[src/rtl/imem_loader_pkg.sv]
// Shared definitions for the instruction-memory loader: sync byte, length width
// and the frame-parser state encoding.
package imem_loader_pkg;

    localparam logic [7:0] LOADER_SYNC      = 8'hA5;
    localparam int         LOADER_LEN_WIDTH = 16;

    typedef enum logic [2:0] {
        ST_IDLE   = 3'd0,
        ST_LEN_HI = 3'd1,
        ST_LEN_LO = 3'd2,
        ST_DATA   = 3'd3,
        ST_CSUM   = 3'd4,
        ST_DONE   = 3'd5,
        ST_ERROR  = 3'd6
    } loader_state_t;

    // A frame passes when the data bytes and the trailing checksum sum to zero mod 256.
    function automatic logic csum_ok(input logic [7:0] sum, input logic [7:0] csum);
        logic [7:0] total;
        total = sum + csum;
        return total == 8'h00;
    endfunction

endpackage

[src/rtl/imem_loader.sv]
// Fills the byte-addressed instruction memory from a framed byte stream
// (A5, LEN_HI, LEN_LO, data..., CSUM) and releases the CPU once the checksum passes.
//
// state  | meaning
// IDLE   | hunting for the sync byte, other bytes discarded
// LEN_HI | next byte is length[15:8]
// LEN_LO | next byte is length[7:0], oversize length is rejected here
// DATA   | writing payload bytes to addresses 0..LEN-1
// CSUM   | next byte is the checksum
// DONE   | image verified, CPU released, a new sync byte restarts loading
// ERROR  | frame rejected, input stalled until reset
module imem_loader
    import imem_loader_pkg::*;
#(
    parameter int MEM_BYTES  = 1024,
    parameter int ADDR_WIDTH = 10
) (
    input  logic                  clk,
    input  logic                  reset,
    input  logic                  in_valid,
    input  logic [7:0]            in_data,
    output logic                  in_ready,
    output logic                  mem_we,
    output logic [ADDR_WIDTH-1:0] mem_addr,
    output logic [7:0]            mem_wdata,
    output logic                  cpu_reset,
    output logic                  done,
    output logic                  error
);

    localparam logic [LOADER_LEN_WIDTH-1:0] MAX_LEN = LOADER_LEN_WIDTH'(MEM_BYTES);

    loader_state_t               r_state;
    logic [LOADER_LEN_WIDTH-1:0] r_len;
    logic [ADDR_WIDTH-1:0]       r_addr;
    logic [7:0]                  r_sum;
    logic                        r_in_ready;
    logic                        r_mem_we;
    logic [ADDR_WIDTH-1:0]       r_mem_addr;
    logic [7:0]                  r_mem_wdata;
    logic                        r_cpu_reset;
    logic                        r_done;
    logic                        r_error;

    loader_state_t               w_state_nxt;
    logic [LOADER_LEN_WIDTH-1:0] w_len_nxt;
    logic [ADDR_WIDTH-1:0]       w_addr_nxt;
    logic [7:0]                  w_sum_nxt;
    logic                        w_we_nxt;
    logic [ADDR_WIDTH-1:0]       w_waddr_nxt;
    logic [7:0]                  w_wdata_nxt;
    logic                        w_accept;
    logic                        w_last_data;
    logic [LOADER_LEN_WIDTH-1:0] w_len_full;

    assign w_accept    = in_valid && r_in_ready;
    assign w_len_full  = {r_len[LOADER_LEN_WIDTH-1:8], in_data};
    // The address counter doubles as the payload byte index within the frame.
    assign w_last_data = (LOADER_LEN_WIDTH'(r_addr) + LOADER_LEN_WIDTH'(1)) == r_len;

    always_comb begin
        w_state_nxt = r_state;
        w_len_nxt   = r_len;
        w_addr_nxt  = r_addr;
        w_sum_nxt   = r_sum;
        w_we_nxt    = 1'b0;
        w_waddr_nxt = r_mem_addr;
        w_wdata_nxt = r_mem_wdata;

        if (w_accept) begin
            case (r_state)
                ST_IDLE, ST_DONE: begin
                    if (in_data == LOADER_SYNC) begin
                        w_state_nxt = ST_LEN_HI;
                        w_addr_nxt  = '0;
                        w_sum_nxt   = 8'h00;
                    end
                end
                ST_LEN_HI: begin
                    w_len_nxt   = {in_data, r_len[7:0]};
                    w_state_nxt = ST_LEN_LO;
                end
                ST_LEN_LO: begin
                    w_len_nxt = w_len_full;
                    if (w_len_full > MAX_LEN) begin
                        w_state_nxt = ST_ERROR;
                    end else if (w_len_full == '0) begin
                        w_state_nxt = ST_CSUM;
                    end else begin
                        w_state_nxt = ST_DATA;
                    end
                end
                ST_DATA: begin
                    w_we_nxt    = 1'b1;
                    w_waddr_nxt = r_addr;
                    w_wdata_nxt = in_data;
                    w_addr_nxt  = r_addr + ADDR_WIDTH'(1);
                    w_sum_nxt   = r_sum + in_data;
                    if (w_last_data) begin
                        w_state_nxt = ST_CSUM;
                    end
                end
                ST_CSUM: begin
                    w_state_nxt = csum_ok(r_sum, in_data) ? ST_DONE : ST_ERROR;
                end
                default: begin
                    w_state_nxt = r_state;
                end
            endcase
        end
    end

    always_ff @(posedge clk) begin
        if (reset) begin
            r_state     <= ST_IDLE;
            r_len       <= '0;
            r_addr      <= '0;
            r_sum       <= 8'h00;
            r_in_ready  <= 1'b0;
            r_mem_we    <= 1'b0;
            r_mem_addr  <= '0;
            r_mem_wdata <= 8'h00;
            r_cpu_reset <= 1'b1;
            r_done      <= 1'b0;
            r_error     <= 1'b0;
        end else begin
            r_state     <= w_state_nxt;
            r_len       <= w_len_nxt;
            r_addr      <= w_addr_nxt;
            r_sum       <= w_sum_nxt;
            r_in_ready  <= (w_state_nxt != ST_ERROR);
            r_mem_we    <= w_we_nxt;
            r_mem_addr  <= w_waddr_nxt;
            r_mem_wdata <= w_wdata_nxt;
            r_cpu_reset <= (w_state_nxt != ST_DONE);
            r_done      <= (w_state_nxt == ST_DONE);
            r_error     <= (w_state_nxt == ST_ERROR);
        end
    end

    assign in_ready  = r_in_ready;
    assign mem_we    = r_mem_we;
    assign mem_addr  = r_mem_addr;
    assign mem_wdata = r_mem_wdata;
    assign cpu_reset = r_cpu_reset;
    assign done      = r_done;
    assign error     = r_error;

endmodule

[config.mk]
export PLATFORM = sky130hd
export DESIGN_NAME = imem_loader
export DESIGN_NICKNAME = d
export VERILOG_FILES = /design/src/rtl/imem_loader_pkg.sv /design/src/rtl/imem_loader.sv
export SDC_FILE = /design/constraint.sdc
export NUM_CORES = 1
export LEC_CHECK = 0
export BUFFER_PORTS_ARGS = -buffer_cell sky130_fd_sc_hd__buf_4
export CORE_ASPECT_RATIO = 0.9
export CORE_MARGIN = 2
export CORE_UTILIZATION = 35
export CTS_CLUSTER_SIZE = 30
export DETAILED_ROUTE_END_ITERATION = 10
export PLACE_DENSITY = 0.61
export SETUP_SLACK_MARGIN = 0.5
export SLEW_MARGIN = 20
export SYNTH_ARGS = -nofsm -noshare
export SYNTH_HDL_FRONTEND = slang
export SYNTH_SLANG_ARGS = --single-unit
[constraint.sdc]
create_clock -name clk -period 4.48 [get_ports clk]
set_input_delay 0.896 -clock clk [delete_from_list [all_inputs] [get_ports clk]]
set_output_delay 0.896 -clock clk [all_outputs]
set_load 0.1 [all_outputs]
Word-level counts from Yosys, hierarchy flattened --
Index checks and enable logic that the tools add are counted.
Word-level totals: register bits 60, input port bits 11, output and inout bits 23, word-level logic and storage cells 55
Cells by class: $add $sub $neg 3, order comparisons 1, equal/unequal tests 12, multiplexer cells 13, bitwise gates (word level) 3, reduce and logical (&&, ||, !) cells 11
Operator list (number):
- 16-bit one-hot mux with 2 select lines | 1
- 10-bit one-hot mux with 2 select lines | 1
- 11-bit by 16-bit equality test with 1-bit output | 1
- 16-bit by 11-bit > comparator with 1-bit output (second input constant) | 1
- 16-bit logical NOT | 1
- 8-bit one-hot mux with 2 select lines | 1
- 3-bit 2-to-1 mux | 5
- 3-bit one-hot mux with 5 select lines | 1
- 3-bit equality test (second input constant) | 4
- 10-bit by 1-bit adder with 11-bit output (second input constant) | 1
- 10-bit by 1-bit adder with 10-bit output (second input constant) | 1
- 10-bit 2-to-1 mux | 1
- 3-bit AND reduction | 3
- 8-bit adder | 1
- 8-bit equality test (second input constant) | 1
- 8-bit logical NOT | 1
- 8-bit 2-to-1 mux | 1
- 3-bit by 2-bit equality test with 1-bit output (second input constant) | 2
- 3-bit != test (second input constant) | 2
- 2-bit OR reduction | 2
- 3-bit by 1-bit equality test with 1-bit output (second input constant) | 1
- 3-bit logical NOT | 1
- 1-bit inverter | 3
- 2-bit 2-to-1 mux | 1
- 5 further kinds | 5

Longest topological paths before layout --
depth after elaboration 6, depth in mapped cells 10, depth with buffers taken out 10

Least setup slack after synthesis --
OpenSTA, ideal clock, no wires.
path kind input port to flip-flop, start point input in_data[0], end point register r_done (netlist: done), data arrival time 3.178 ns, setup slack 1.242 ns, cell stages on the path 10, path buffers 0, path through ha_1 inv_1 fa_1 nor2b_1 o22ai_1 xnor2_1 or4_1 or4b_1 a21oi_2 and3_1
On the way: longest elaborated chain between the ends 6
RTL lines:
- from (decl) | RTL line imem_loader.sv:21 | input logic [7:0] in_data,
- 8-bit adder or 16-bit logical NOT (tied branches) | RTL line imem_loader_pkg.sv:21, imem_loader.sv:87
- 8-bit logical NOT or 3-bit 2-to-1 mux (tied branches) | RTL line imem_loader_pkg.sv:22, imem_loader.sv:87
- 2-bit 2-to-1 mux or 3-bit 2-to-1 mux (tied branches) | RTL line imem_loader.sv:104, imem_loader.sv:85
- 3-bit one-hot mux with 5 select lines * | RTL line imem_loader.sv:71 | case (r_state)
- 3-bit 2-to-1 mux * | RTL line imem_loader.sv:70 | if (w_accept) begin
- 3-bit equality test * | RTL line imem_loader.sv:136 | r_done <= (w_state_nxt == ST_DONE);
- to (signal assigned) | RTL line imem_loader.sv:136
- to (decl) | RTL line imem_loader.sv:42 | logic r_done;
Mark *: on every way between the ends. The rest lies on a longest branch, timed or not. A chain may end at the register's enable or synchronous reset.

Worst setup path in the final report --
Ends and elaborated chain as after synthesis.

==> results.cfg <==
[worst_setup_path]
cp-start-kind = input pin
critPathCaptureType = register
worstPathArrival_ns = 3.53
path_class = in2reg
cp.required_ns = 4.77
crit_fanout = 6

[clock_tree]
ctsHtreeMaxLevel = 3
clock_sinks = 60
cts_inserted_buffers = 9
clock_path_buffers = 2
cts_tree = built
path_clk_slew_ns = 0.07
cts_resized = 0
cts_root_buf = clkbuf_8
cts_hold_buf = 0
clk_latency_ns = 0.35
postCtsSetupBuffers = 0

[timing]
worst_clock_skew_ns = 0.00839
hold_violations = 0
hold-worst-slack_ns = 0.452
fin_crit_ns = 3.24
setup_viol = 0
report.final.slew_viol_count = 0
rsz0062_at_grt = no
worst_slack_ns = 1.24
fmax_mhz = 308
tightestPinTransition_ns = 0.839
finalCritPeriodShare_pct = 72.4
slew_headroom_pct = 43.7
tns_ns = 0

[place]
place_ws_ns = 0.866
dpl.hpwl_um = 5240
portBuffers = 33
placed_cells = 523
gp_congestion = 0.815

[synthesis]
ys.flop_type = dfxtp_1
ys_ff_latch = 60
yosysWarnings = 0
synthCells = 392
yosysTopAreaCell = dfxtp_1
synthMuxAreaShare_pct = 0.319
synth.most_common_cell = nand2_1
yosys.area_share.simple_pct = 24.8
synth_top_area_share_pct = 38.3
synth_top_family_by_area = simple AND/OR/NAND/NOR gates
synth-compound-area-share_pct = 21.2
synthTopCellsByArea = dfxtp_1, a21oi_1, nand2_1
yosys.area_share.adder_pct = 3.83
synth_nets = 412
yosys-top-cells-count = nand2_1, dfxtp_1, a21oi_1
synthArstFlopShare_pct = 0
avgSynthCellArea_sq_um = 8.01
synth_edf_count = 0
syn_area_sq_mm = 0.00314
synth_cell_type_count = 59
synthXorXnorAreaFrac_pct = 5.26
ys_seq_area_share_pct = 38.3

[routing]
first_pass_iters = 4
vias = 2838
first_iter_violations = 183
antenna_left = 0
wire_per_inst_um = 14.2
totalWireLength_um = 7630
drt_drc_violations_left = 0
routed_via_density = 5.27

[global_route]
grt_util_all_layers_pct = 16.5
antenna_found_initial = 0
grt_pass1_vias = 2632
grt_max_degree = 58
overflow = 0
grt_first_pass_wirelength_um = 12900

[cells_and_area]
area_delta_synth_final_pct = 15.9
multi_input_comb_area_sq_mm = 0.00174
nFillCells = 894
drive_gt1_share_pct = 15.0
regArea_sq_mm = 0.00120
finalNonFillerCells = 539
nNetsFinal = 435
insertedDiodeCount = 0

[power]
internal-power_uw = 930
p_sw_share_pct = 23.2
vdd_drop_max_mv = 0.153
p_comb_share_pct = 5.1
leakagePower_nw = 1.32
power_frac_seq_pct = 44.6
power.density_mw_per_mm2 = 333
clockPowerShare_pct = 50.3
p_switching_uw = 281

[die]
initial_core_util_pct = 36.3
row_count = 32
die-area_sq_mm = 0.00974
io-pin-count = 34
dieHeight_um = 93.8
die_x_um = 104
floorplan.core_area_sq_mm = 0.00865

[status]
status = finished, final reports clean

[run]
max_cap_violations = 0

[min_path]
hp-class = reg2reg
layout by cell type (no fill, tap or decap), types with 3 or more instances in the layout:
cell | netlist | layout
a21oi_1 | 56 | 56
a22oi_1 | 7 | 7
and2_1 | 5 | 5
and3_1 | 3 | 3
buf_4 | 0 | 35
bufinv_16 | 0 | 3
clkbuf_8 | 5 | 9
dfxtp_1 | 60 | 60
ha_1 | 8 | 8
inv_1 | 11 | 11
nand2_1 | 61 | 61
nand3_1 | 18 | 18
nor2_1 | 36 | 36
nor2b_1 | 5 | 5
nor3_1 | 7 | 7
nor4_1 | 4 | 4
o21ai_0 | 19 | 19
o31ai_1 | 4 | 4
or4_1 | 3 | 3
xnor2_1 | 10 | 10
xor2_1 | 7 | 7
layer usage:
metal  up-vias  part of all wire [%]  track usage (%)
met2        69                    47             26.2
met5         -                     0                0
met3         7                   4.9             5.13
li1       1430                     -                -
met4         0                  0.77             4.95
met1      1332                    47             21.7
area by class of cell:
class | instances | area share (%)
Multi-Input combinational cell | 298 | 47.7
Sequential cell | 60 | 33.0
Timing Repair Buffer | 35 | 7.22
Tap cell | 119 | 4.09
Clock buffer | 9 | 3.40
Clock inverter | 7 | 3.40
Inverter | 11 | 1.13
path summary, 6_finish.rpt:
kind | startpoint | end | slack [ns] | depth (start not counted)
max | in_data[0] | done$_SDFF_PP0_ | 1.24 | 11
min | r_len[13]$_SDFFE_PP0P_ | r_len[13]$_SDFFE_PP0P_ | 0.45 | 2
max reg2reg | r_addr[0]$_SDFFE_PP0P_ | in_ready$_SDFF_PP0_ | 1.36 | 8
min reg2reg | r_len[13]$_SDFFE_PP0P_ | r_len[13]$_SDFFE_PP0P_ | 0.45 | 2
flip-flops by register name, summed over array words and instances, names as in the netlist:
signal     count
r_len         16
mem_wdata      8
cpu_reset      1
done           1
r_addr        10
mem_we         1
error          1
in_ready       1
mem_addr      10
r_sum          8
r_state        3
critical path, cell delays in order:
cell	delay (ns)
buf_4	0.11
ha_1	0.17
inv_1	0.05
fa_1	0.40
nor2b_1	0.18
o22ai_1	0.12
xnor2_1	0.15
or4_1	0.51
or4b_1	0.51
a21oi_2	0.24
and3_1	0.18
cell families (layout without fill, tap and decap cells):
group	count (synthesis)	count (layout)
AOI/OAI and AO/OA	108	108
xor gates and xnor gates	18	18
adders and majority gates	9	9
buffers and inverters	34	62
DFF	60	60
muxes	1	1
and+or+nand+nor	162	162
power by group through the flow:
stage	logic [mW]	registers (mW)	clock network [mW]
6_report	0.0621	0.540	0.609
5_1_grt	0.0686	0.541	0.644
4_1_cts	0.0622	0.540	0.621
3_5_place_dp	0.0619	0.553	0
3_3_place_gp	0.0614	0.552	0
2_1_floorplan	0.0408	0.554	0
through the flow:
stage	total power, mW	area (sq um)	utilization, %
after floorplan	0.595	3140	-
after global placement	0.614	3390	39.2
after detailed placement	0.615	3390	39.2
after CTS	1.22	3640	42.1
after global routing	1.25	3640	42.1
final	1.21	3640	42.1
(Power assumes the default switching activity.)
